File: config.mk
export PLATFORM = sky130hd
export DESIGN_NAME = mc_controller
export DESIGN_NICKNAME = d
export VERILOG_FILES = /design/src/rtl/mc_ctrl_pkg.sv /design/src/rtl/alu_decoder.sv /design/src/rtl/mc_controller.sv
export SDC_FILE = /design/constraint.sdc
export NUM_CORES = 1
export LEC_CHECK = 0
export ABC_AREA = 0
export CAP_MARGIN = 40
export CORE_MARGIN = 5
export CORE_UTILIZATION = 38
export DETAILED_ROUTE_END_ITERATION = 6
export GPL_TIMING_DRIVEN = 0
export PLACE_DENSITY = 0.77
export SLEW_MARGIN = 25
export SYNTH_ARGS = -nofsm -noshare
export SYNTH_HDL_FRONTEND = slang
export SYNTH_HIERARCHICAL = 1
export SYNTH_SLANG_ARGS = --single-unit
export TNS_END_PERCENT = 1
File: constraint.sdc
create_clock -name clk -period 2.55 [get_ports clk]
set_clock_uncertainty 0.2 [all_clocks]
set_input_delay 0.255 -clock clk [delete_from_list [all_inputs] [get_ports clk]]
set_output_delay 0.255 -clock clk [all_outputs]
set_load 0.02 [all_outputs]
File: src/rtl/mc_ctrl_pkg.sv
// mc_ctrl_pkg: shared encodings for the RV32I multicycle controller and datapath.
//   - state_e     : main FSM states
//   - OP_*        : supported opcodes
//   - ALU_*       : ALUControl encodings
//   - ALUOP_*     : ALUOp encodings (main FSM -> ALU decoder)
//   - RES_*       : ResultSrc mux selects
//   - SRCA_*/SRCB_*: ALU operand mux selects
//   - IMM_*       : ImmSrc encodings, imm_src() decodes them from the opcode
package mc_ctrl_pkg;

  typedef enum logic [3:0] {
    S_FETCH, S_DECODE, S_MEMADR, S_MEMREAD, S_MEMWRITE, S_MEMWB,
    S_EXECUTER, S_EXECUTEI, S_ALUWB, S_BEQ, S_JAL
  } state_e;

  localparam logic [6:0] OP_LW   = 7'b0000011;
  localparam logic [6:0] OP_SW   = 7'b0100011;
  localparam logic [6:0] OP_R    = 7'b0110011;
  localparam logic [6:0] OP_IALU = 7'b0010011;
  localparam logic [6:0] OP_BEQ  = 7'b1100011;
  localparam logic [6:0] OP_JAL  = 7'b1101111;

  localparam logic [2:0] ALU_ADD = 3'b000;
  localparam logic [2:0] ALU_SUB = 3'b001;
  localparam logic [2:0] ALU_AND = 3'b010;
  localparam logic [2:0] ALU_OR  = 3'b011;
  localparam logic [2:0] ALU_SLT = 3'b101;

  localparam logic [1:0] ALUOP_ADD   = 2'b00;
  localparam logic [1:0] ALUOP_SUB   = 2'b01;
  localparam logic [1:0] ALUOP_FUNCT = 2'b10;

  localparam logic [1:0] RES_ALUOUT = 2'b00;
  localparam logic [1:0] RES_DATA   = 2'b01;
  localparam logic [1:0] RES_ALURES = 2'b10;

  localparam logic [1:0] SRCA_PC    = 2'b00;
  localparam logic [1:0] SRCA_OLDPC = 2'b01;
  localparam logic [1:0] SRCA_RD1   = 2'b10;

  localparam logic [1:0] SRCB_RD2  = 2'b00;
  localparam logic [1:0] SRCB_IMM  = 2'b01;
  localparam logic [1:0] SRCB_FOUR = 2'b10;

  localparam logic [1:0] IMM_I = 2'b00;
  localparam logic [1:0] IMM_S = 2'b01;
  localparam logic [1:0] IMM_B = 2'b10;
  localparam logic [1:0] IMM_J = 2'b11;

  // Immediate format depends only on the opcode, never on the FSM state.
  function automatic logic [1:0] imm_src(input logic [6:0] op);
    case (op)
      OP_SW:   imm_src = IMM_S;
      OP_BEQ:  imm_src = IMM_B;
      OP_JAL:  imm_src = IMM_J;
      default: imm_src = IMM_I;
    endcase
  endfunction

endpackage

File: src/rtl/alu_decoder.sv
// alu_decoder: maps ALUOp plus instruction fields to ALUControl.
//   alu_op_i      : 00 add, 01 sub, 10 decode funct3
//   funct3_i      : instr[14:12]
//   funct7b5_i    : instr[30]
//   op5_i         : instr[5], distinguishes R-type (sub allowed) from I-ALU
//   alu_control_o : ALU operation select
module alu_decoder
  import mc_ctrl_pkg::*;
(
  input  logic [1:0] alu_op_i,
  input  logic [2:0] funct3_i,
  input  logic       funct7b5_i,
  input  logic       op5_i,
  output logic [2:0] alu_control_o
);

  always_comb begin
    alu_control_o = ALU_ADD;
    case (alu_op_i)
      ALUOP_SUB: alu_control_o = ALU_SUB;
      ALUOP_FUNCT: begin
        case (funct3_i)
          // addi has no sub form, so instr[30] only counts for R-type
          3'b000:  alu_control_o = (op5_i & funct7b5_i) ? ALU_SUB : ALU_ADD;
          3'b010:  alu_control_o = ALU_SLT;
          3'b110:  alu_control_o = ALU_OR;
          3'b111:  alu_control_o = ALU_AND;
          default: alu_control_o = ALU_ADD;
        endcase
      end
      default: alu_control_o = ALU_ADD;
    endcase
  end

endmodule

File: src/rtl/mc_controller.sv
// mc_controller: Moore control FSM for the RV32I multicycle datapath.
//   clk, reset           : clock, synchronous active-high reset
//   op, funct3, funct7b5 : fields from the instruction register
//   zero                 : ALU zero flag for the current cycle
//   PCWrite..RegWrite    : datapath mux selects and write enables
//   illegal_op           : one-cycle pulse in DECODE for an unsupported opcode
// Outputs are combinational from the state register and inputs; the state
// register is the only storage.
module mc_controller
  import mc_ctrl_pkg::*;
(
  input  logic       clk,
  input  logic       reset,
  input  logic [6:0] op,
  input  logic [2:0] funct3,
  input  logic       funct7b5,
  input  logic       zero,
  output logic       PCWrite,
  output logic       AdrSrc,
  output logic       MemWrite,
  output logic       IRWrite,
  output logic [1:0] ResultSrc,
  output logic [1:0] ALUSrcA,
  output logic [1:0] ALUSrcB,
  output logic [1:0] ImmSrc,
  output logic [2:0] ALUControl,
  output logic       RegWrite,
  output logic       illegal_op
);

  state_e     state_q, state_d;
  logic       pc_update, branch;
  logic [1:0] alu_op;

  always_ff @(posedge clk) begin
    if (reset) state_q <= S_FETCH;
    else       state_q <= state_d;
  end

  always_comb begin
    state_d    = state_q;
    pc_update  = 1'b0;
    branch     = 1'b0;
    alu_op     = ALUOP_ADD;
    AdrSrc     = 1'b0;
    MemWrite   = 1'b0;
    IRWrite    = 1'b0;
    ResultSrc  = RES_ALUOUT;
    ALUSrcA    = SRCA_PC;
    ALUSrcB    = SRCB_RD2;
    RegWrite   = 1'b0;
    illegal_op = 1'b0;

    case (state_q)
      S_FETCH: begin
        IRWrite   = 1'b1;
        ALUSrcB   = SRCB_FOUR;
        ResultSrc = RES_ALURES;
        pc_update = 1'b1;
        state_d   = S_DECODE;
      end
      S_DECODE: begin
        // ALU computes OldPC + imm here so BEQ can use the branch target
        ALUSrcA = SRCA_OLDPC;
        ALUSrcB = SRCB_IMM;
        case (op)
          OP_LW, OP_SW: state_d = S_MEMADR;
          OP_R:         state_d = S_EXECUTER;
          OP_IALU:      state_d = S_EXECUTEI;
          OP_BEQ:       state_d = S_BEQ;
          OP_JAL:       state_d = S_JAL;
          default: begin
            illegal_op = 1'b1;
            state_d    = S_FETCH;
          end
        endcase
      end
      S_MEMADR: begin
        ALUSrcA = SRCA_RD1;
        ALUSrcB = SRCB_IMM;
        state_d = (op == OP_LW) ? S_MEMREAD : S_MEMWRITE;
      end
      S_MEMREAD: begin
        AdrSrc  = 1'b1;
        state_d = S_MEMWB;
      end
      S_MEMWRITE: begin
        AdrSrc   = 1'b1;
        MemWrite = 1'b1;
        state_d  = S_FETCH;
      end
      S_MEMWB: begin
        ResultSrc = RES_DATA;
        RegWrite  = 1'b1;
        state_d   = S_FETCH;
      end
      S_EXECUTER: begin
        ALUSrcA = SRCA_RD1;
        ALUSrcB = SRCB_RD2;
        alu_op  = ALUOP_FUNCT;
        state_d = S_ALUWB;
      end
      S_EXECUTEI: begin
        ALUSrcA = SRCA_RD1;
        ALUSrcB = SRCB_IMM;
        alu_op  = ALUOP_FUNCT;
        state_d = S_ALUWB;
      end
      S_ALUWB: begin
        RegWrite = 1'b1;
        state_d  = S_FETCH;
      end
      S_BEQ: begin
        ALUSrcA = SRCA_RD1;
        ALUSrcB = SRCB_RD2;
        alu_op  = ALUOP_SUB;
        branch  = 1'b1;
        state_d = S_FETCH;
      end
      S_JAL: begin
        // PC <- ALUOut (jump target from DECODE); ALU forms OldPC + 4 for rd
        ALUSrcA   = SRCA_OLDPC;
        ALUSrcB   = SRCB_FOUR;
        pc_update = 1'b1;
        state_d   = S_ALUWB;
      end
      default: state_d = S_FETCH;
    endcase

    // Reset aborts whatever is in flight: present FETCH selects, no writes.
    if (reset) begin
      pc_update  = 1'b0;
      branch     = 1'b0;
      alu_op     = ALUOP_ADD;
      AdrSrc     = 1'b0;
      MemWrite   = 1'b0;
      IRWrite    = 1'b0;
      ResultSrc  = RES_ALURES;
      ALUSrcA    = SRCA_PC;
      ALUSrcB    = SRCB_FOUR;
      RegWrite   = 1'b0;
      illegal_op = 1'b0;
    end

    PCWrite = (branch & zero) | pc_update;
  end

  assign ImmSrc = imm_src(op);

  alu_decoder u_alu_dec (
    .alu_op_i      (alu_op),
    .funct3_i      (funct3),
    .funct7b5_i    (funct7b5),
    .op5_i         (op[5]),
    .alu_control_o (ALUControl)
  );

endmodule

[Word level (Yosys, flattened, before mapping)]
Index checks and enable logic that the tools add are counted.
Cells by class
  magnitude comparators: 0
  multiplexer cells: 30
  divide/modulo/power cells: 0
  multiply operators: 0
  $add $sub $neg: 0
  reduce and logical (&&, ||, !) cells: 12
  bitwise operators: 3
  shift operators: 0
  equality and inequality tests: 21
Operators by type and width (count)
  4-bit one-hot mux with 5 select lines: 2
  4-bit by 3-bit == test with 1-bit output (second input constant): 4
  1-bit 2-to-1 mux: 16
  2-bit one-hot mux with 2 select lines: 4
  7-bit by 6-bit == test with 1-bit output (second input constant): 2
  7-bit == test (second input constant): 2
  4-bit == test (second input constant): 3
  3-bit one-hot mux with 4 select lines: 1
  2-bit OR reduction: 6
  4-bit by 2-bit == test with 1-bit output (second input constant): 2
  2-bit 2-to-1 mux: 4
  7-bit by 2-bit == test with 1-bit output (second input constant): 1
  7-bit by 5-bit == test with 1-bit output (second input constant): 1
  3-bit == test (second input constant): 2
  2-bit one-hot mux with 3 select lines: 1
  3-bit one-hot mux with 2 select lines: 1
  3-bit OR reduction: 2
  6-bit OR reduction: 1
  4-bit by 1-bit == test with 1-bit output (second input constant): 1
  4-bit logical NOT: 1
  4-bit OR reduction: 1
  3-bit by 2-bit == test with 1-bit output (second input constant): 1
  3-bit logical NOT: 1
  3-bit 2-to-1 mux: 1
  other kinds (4): 5
Storage, ports and cells
  latch bits: 0
  bits in read-only memories: 0
  input bits: 14
  register bits: 4
  word-level logic and storage cells: 67
  RAM bits: 0
  memories: 0

[Depth between registers and ports, before layout]
Gate-level depths: netlist (run 1).
  depth in word-level cells: 6
  depth in mapped cells: 9

[Modules after synthesis]
The synthesis (run 1) kept the hierarchy.
By module, submodules not included
  mc_controller: times used 1, area an instance 503.0 um2, cells each 74
  alu_decoder: times used 1, area an instance 96.3 um2, cells each 11

[Worst setup path after synthesis (run 1)]
No wires, ideal clock.
  kind: register to output
  start point: register state_q[0]
  end point: output ALUControl[2]
  buffers on the path: 1
  required time: 2095 ps
  arrival time: 2133 ps
  path slack: -38 ps
  cell stages (with the launch flop): 9
  cells stage by stage: dfxtp_1 > buf_2 > inv_2 > nor2_1 > nand2_1 > nor3_1 > inv_1 > ha_1 > nor4b_1
On the way
  longest elaborated chain between the ends: 6
Ends and longest elaborated chain
  start, declared: line mc_controller.sv:31  | state_e state_q, state_d;
  start signal, assigned: line mc_controller.sv:37  | else state_q <= state_d;
  4-bit by 3-bit == test with 1-bit output: line mc_controller.sv:54  | case (state_q)
  2-bit OR reduction (no line)
  2-bit one-hot mux with 2 select lines *: line mc_controller.sv:54
  2-bit 2-to-1 mux *: line mc_controller.sv:131  | if (reset) begin
  named net alu_op[0]: line mc_controller.sv:33  | logic [1:0] alu_op;
  2-bit == test or 2-bit by 1-bit == test with 1-bit output (tied branches): line alu_decoder.sv:19  | case (alu_op_i)
  3-bit one-hot mux with 2 select lines *: line alu_decoder.sv:19
  end, declared: line mc_controller.sv:26  | output logic [2:0] ALUControl,
The timed path passes the listed nets; every way through them passes the cells marked *.

[Worst setup path in the final report (run 1)]
  start point: input reset
  end point: output ALUControl[0]
On the way
  longest elaborated chain between the ends: 3
Ends and longest elaborated chain
  start, declared: line mc_controller.sv:13  | input logic reset,
  2-bit 2-to-1 mux *: line mc_controller.sv:131
  named net alu_op[1]: line mc_controller.sv:33
  2-bit == test or 2-bit by 1-bit == test with 1-bit output (tied branches): line alu_decoder.sv:19
  3-bit one-hot mux with 2 select lines *: line alu_decoder.sv:19
Marks and branches as above.

==> flow_metrics.py, run 1 <==
metrics = {
    "global_route": {
        "grt_pass1_wl_um": 3100,
        "grt_max_degree": 11,
        "grt_pass1_vias": 714,
        "grt_overflow": 0,
        "grt.total_usage": 0.155,
        "antenna_found_initial": 0,
    },
    "pwr": {
        "internal_power_uw": 164,
        "power_frac_seq": 0.272,
        "power_density_nw_per_um2": 247,
        "p_switching_uw": 76.3,
        "p_comb_frac": 0.385,
        "power.total_uw": 240,
        "p_leak_nw": 0.392,
        "switching_share": 0.317,
        "vdd_drop_max_uv": 207,
        "pwr-share-clk": 0.343,
    },
    "yosys": {
        "syn-cell-area_um2": 599,
        "yosysUniqueCellTypes": 39,
        "synth_area_leaders": "dfxtp_1 13%, nor3_1 10%, nor2b_1 5.2%",
        "async_reset_ff_frac": 0,
        "syn_avg_cell_area_um2": 7.05,
        "syn-instance-count": 85,
        "synth_common_cells": "12 x nor3_1, 6 x a21oi_1, 5 x inv_1, 5 x nor2_1, 5 x nor2b_1",
        "synth_ff_type": "dfxtp_1",
        "synth_nets": 101,
        "post-synth-top-count-cell": "nor3_1",
        "ys.warnings.count": 6,
        "ys_seq_area_frac": 0.134,
        "synth_edf_count": 0,
        "ys_ff_latch": 4,
        "synth_top_area_share": 0.134,
        "synth_top_cell_by_area": "dfxtp_1",
    },
    "drt": {
        "drc": 0,
        "first_pass_iters": 4,
        "wl_per_cell_um": 13.4,
        "vias_per_cell": 5.62,
        "postRouteAntennaNets": 0,
        "drt_iter0_drc": 15,
        "wl_um": 1780,
        "vias": 747,
    },
    "layout": {
        "antennaDiodeCount": 0,
        "syn_to_final_growth_pct": 62.2,
        "top_regs": "state_q: 4 flops",
        "fin_nets": 135,
        "largest_register": "state_q",
        "largest_reg_flops": 4,
        "layout-drive-gt1-share": 0.214,
        "utilization": 0.645,
    },
    "timing": {
        "worst_pin_slew_ps": 438,
        "max_slew_margin": 0.700,
        "hold_slack_ps": 435,
        "timing.final.crit_share": 0.964,
        "rsz0062_at_grt": "true",
        "maxSlewViolCount": 0,
        "hold_violations": 0,
        "period_minus_slack_ps": 2460,
        "finalSetupViolCount": 0,
        "fmax_mhz": 407,
    },
    "worst_setup_path": {
        "cpMaxStageDelayCell": "clkdlybuf4s50_1",
        "r2r-start": "state_q[3]",
        "reg2regPathDepth": 3,
        "setup.worst_path.end": "ALUControl[0]",
        "ff2ff_setup_slack_ps": 1030,
        "startpoint": "reset",
        "critPathArrivalTime_ps": 2000,
        "worst_setup_path_end_kind": "primary output",
        "crit_type": "in2out",
        "critPathMaxFanout": 10,
        "reg2reg_to": "state_q[3]",
        "crit_required_ps": 2100,
        "critPathLaunchType": "input pin",
        "cpMostUsedCell": "buf_2",
        "crit_path_max_incr_delay_ps": 460,
        "path_cells": "clkdlybuf4s50_1 > buf_2 > nor3_1 > ha_4 > nand2b_4 > a221oi_2 > buf_2",
    },
    "die": {
        "rows": 14,
        "die_h_um": 49.7,
        "initial_core_util": 0.398,
        "die_w_um": 49.7,
        "ios": 31,
        "die-area_um2": 2470,
        "core-area_um2": 1510,
    },
    "clock_tree": {
        "cts-root-buf": "clkbuf_4",
        "htreeDepth": 1,
        "insertion_delay_ps": 240,
        "cts_sinks": 4,
        "cts_tree": "built",
        "hold_buffers": 0,
        "cts_setup_buffers": 0,
        "cts_made_buffers": 3,
        "clk_path_buf_depth": 2,
        "path_clk_slew_ps": 40,
    },
    "status": {
        "outcome": "finished clean",
    },
    "place": {
        "place.gp.congestion": 0.785,
        "place_hpwl_um": 1380,
        "portBuffers": 30,
    },
    "worst_hold_path": {
        "worstHoldPathType": "in2reg",
    },
    "run": {
        "drv_cap": 0,
    },
}
cells by family after synthesis:
group / count (synthesis) / synth area share
muxes: 1 / 0.0167
DFF: 4 / 0.134
AOI/OAI and AO/OA: 18 / 0.200
adders and majority gates: 2 / 0.0417
buffers and inverters: 12 / 0.0835
and+or+nand+nor: 46 / 0.495
xor gates and xnor gates: 2 / 0.0292
critical path: cells and delay by family:
kind	cells	cell delay [ps]
fa+ha+maj	1	210
compound gates	1	240
buf+inv	3	870
simple gates	2	420
timing repair:
action | CTS | global route
endpoints found under the setup margin | 6 | 5
gates cloned | 0 | 0
gates resized for setup | 21 | 6
cells in the final DEF (no fill, tap or decap), types with 3 or more instances in the layout:
cell type	instances
a21oi_1	6
nand2b_1	3
clkbuf_4	3
clkdlybuf4s50_1	24
nand2_1	4
nor3_1	11
o21ai_0	4
inv_1	5
dfxtp_1	3
nor2b_1	5
buf_2	3
a211oi_1	3
nor2_1	4
how the worst min path moves through the flow:
stage               startpoint         end  depth (start not counted)
floorplan                op[0]  state_q[1]                          2
global placement    state_q[2]  state_q[1]                          2
detailed placement  state_q[2]  state_q[1]                          2
CTS                      op[0]  state_q[1]                          3
global route             op[0]  state_q[1]                          3
finish                   op[0]  state_q[1]                          3
area by class of cell:
cell class	count	area, µm²
fillers	148	534
multi-input cells	69	500
repair buffers	30	292
flip-flops and latches	4	81.3
plain buffers	5	33.8
clock buffers	3	22.5
inverters	6	22.5
well taps	16	20.0
per-stage QoR:
stage	instance area (µm²)	worst slack [ps]	cells	TNS [ps]
detailed placement	926	-474	131	-1500
global placement	926	-451	131	-1450
finish	972	92.3	133	0
global route	972	6.14	133	0
floorplan	606	225	85	0
CTS	955	-0.891	133	-0.891
per-layer routing:
metal / vias to the layer above / track usage / share of wire
met5: - / 0 / 0
met4: 0 / 0.0524 / 0.0067
met3: 3 / 0.0482 / 0.082
met2: 24 / 0.271 / 0.47
met1: 342 / 0.174 / 0.44
li1: 378 / - / -
power by group through the flow:
stage               combinational [mW]  clock [mW]  sequential (mW)
floorplan                       0.0431           0           0.0656
global placement                0.0886           0           0.0657
detailed placement              0.0901           0           0.0657
CTS                             0.0921      0.0862           0.0650
global route                     0.101      0.0920           0.0654
finish                          0.0926      0.0824           0.0653
No activity file was read; power rests on OpenSTA's default activity.
==> run 2, diff against run 1 <==
MAX_ROUTING_LAYER = met4   (was unset)
==> flow_metrics.py, run 2 (synthesized netlist as in run 1, its figures left out) <==
metrics = {
    "status": {
        "outcome": "finished clean",
    },
    "pwr": {
        "vdd_drop_max_uv": 207,
        "power_density_nw_per_um2": 247,
        "p_leak_nw": 0.392,
    },
    "worst_setup_path": {
        "crit_required_ps": 2100,
        "crit_type": "in2out",
        "reg2regPathDepth": 3,
        "reg2reg_to": "state_q[3]",
        "worst_setup_path_end_kind": "primary output",
        "critPathLaunchType": "input pin",
        "critPathArrivalTime_ps": 2000,
        "r2r-start": "state_q[3]",
        "critPathMaxFanout": 10,
        "startpoint": "reset",
        "setup.worst_path.end": "ALUControl[0]",
        "ff2ff_setup_slack_ps": 1030,
    },
    "layout": {
        "syn_to_final_growth_pct": 62.2,
        "antennaDiodeCount": 0,
        "layout-drive-gt1-share": 0.214,
        "largest_reg_flops": 4,
        "fin_nets": 135,
        "final_common_cell": "clkdlybuf4s50_1",
        "final_cell_mix": "24 x clkdlybuf4s50_1, 11 x nor3_1, 6 x a21oi_1, 5 x nor2b_1, 5 x inv_1",
        "largest_register": "state_q",
        "fin_cells": 133,
        "top_regs": "state_q: 4 flops",
    },
    "worst_hold_path": {
        "worstHoldPathType": "in2reg",
        "hold_start": "op[0]",
    },
    "timing": {
        "maxSlewViolCount": 0,
        "hold_violations": 0,
        "rsz0062_at_grt": "true",
        "max_slew_margin": 0.700,
        "finalSetupViolCount": 0,
        "setup_tns_ps": 0,
        "timing.final.crit_share": 0.964,
        "period_minus_slack_ps": 2460,
        "fmax_mhz": 407,
        "worst_pin_slew_ps": 438,
    },
    "global_route": {
        "grt.total_usage": 0.159,
        "grt_pass1_wl_um": 3100,
        "antenna_found_initial": 0,
        "grt_max_degree": 11,
        "grt_overflow": 0,
        "grt_pass1_vias": 714,
    },
    "run": {
        "drv_cap": 0,
    },
    "drt": {
        "drc": 0,
        "wl_um": 1780,
        "wl_per_cell_um": 13.4,
        "postRouteAntennaNets": 0,
        "vias": 747,
        "vias_per_cell": 5.62,
        "first_pass_iters": 4,
        "drt_iter0_drc": 15,
    },
    "die": {
        "core-area_um2": 1510,
        "die-area_um2": 2470,
        "ios": 31,
        "die_h_um": 49.7,
        "initial_core_util": 0.398,
        "rows": 14,
        "die_w_um": 49.7,
    },
    "clock_tree": {
        "cts_sinks": 4,
        "path_clk_slew_ps": 40,
        "insertion_delay_ps": 240,
        "cts_tree": "built",
        "hold_buffers": 0,
        "cts-root-buf": "clkbuf_4",
        "clk_path_buf_depth": 2,
        "htreeDepth": 1,
        "cts_made_buffers": 3,
    },
    "place": {
        "placed_cells": 131,
        "place.gp.congestion": 0.796,
        "portBuffers": 30,
        "place_hpwl_um": 1380,
    },
}
[run 2: cell counts in the layout (fill, tap and decap cells not counted)]
No cell type changed its count.
[run 2: area by class of cell]
type | instances | area (µm²)
fill | 148 | 534
clock buffer | 3 | 22.5
timing repair buffer | 30 | 292
multi-input combinational | 69 | 500
sequential | 4 | 81.3
inverter | 6 | 22.5
buffer | 5 | 33.8
tap | 16 | 20.0
[run 2: worst min-delay path by stage]
stage / end / slack [ps] / cells after the start
after global routing: state_q[1] / 440 / 3
after detailed placement: state_q[1] / 470 / 2
after floorplan: state_q[1] / 210 / 2
final: state_q[1] / 430 / 3
after global placement: state_q[1] / 480 / 2
after CTS: state_q[1] / 430 / 3
[run 2: critical path, cell delays in order]
cell	delay [ps]
clkdlybuf4s50_1	460
buf_2	210
nor3_1	360
ha_4	210
nand2b_4	60
a221oi_2	240
buf_2	200
[run 2: where the power goes]
group	switching (mW)	leakage, nW	internal (mW)	total (mW)
Sequential	0.000902	0.0331	0.0644	0.0653
Combinational	0.0459	0.345	0.0468	0.0926
Clock	0.0295	0.0138	0.0529	0.0824
[run 2: repair_timing]
action,4_1_cts,5_1_grt
endpoints found under the setup margin,6,5
hold endpoints to repair,0,0
resized for setup,21,6
setup buffers,0,0
[run 2: through the flow]
stage               cell area, µm²  worst slack, ps  hold WS, ps   util  power [mW]
floorplan                      606              225          214      -       0.109
global placement               926             -451          481  0.615       0.154
detailed placement             926             -474          471  0.615       0.156
CTS                            955           -0.891          426  0.634       0.243
global route                   972             6.14          443  0.645       0.259
finish                         972             92.3          435  0.645       0.240
[run 2: layer usage]
| layer | GRT usage | share of wire | routed length [µm] | vias to the layer above |
|---|---|---|---|---|
| li1 | - | - | - | 378 |
| met1 | 0.176 | 0.44 | 786 | 342 |
| met3 | 0.0452 | 0.078 | 139 | 3 |
| met5 | - | 0 | 0 | - |
| met2 | 0.271 | 0.47 | 839 | 24 |
| met4 | 0.0524 | 0.0067 | 12 | 0 |
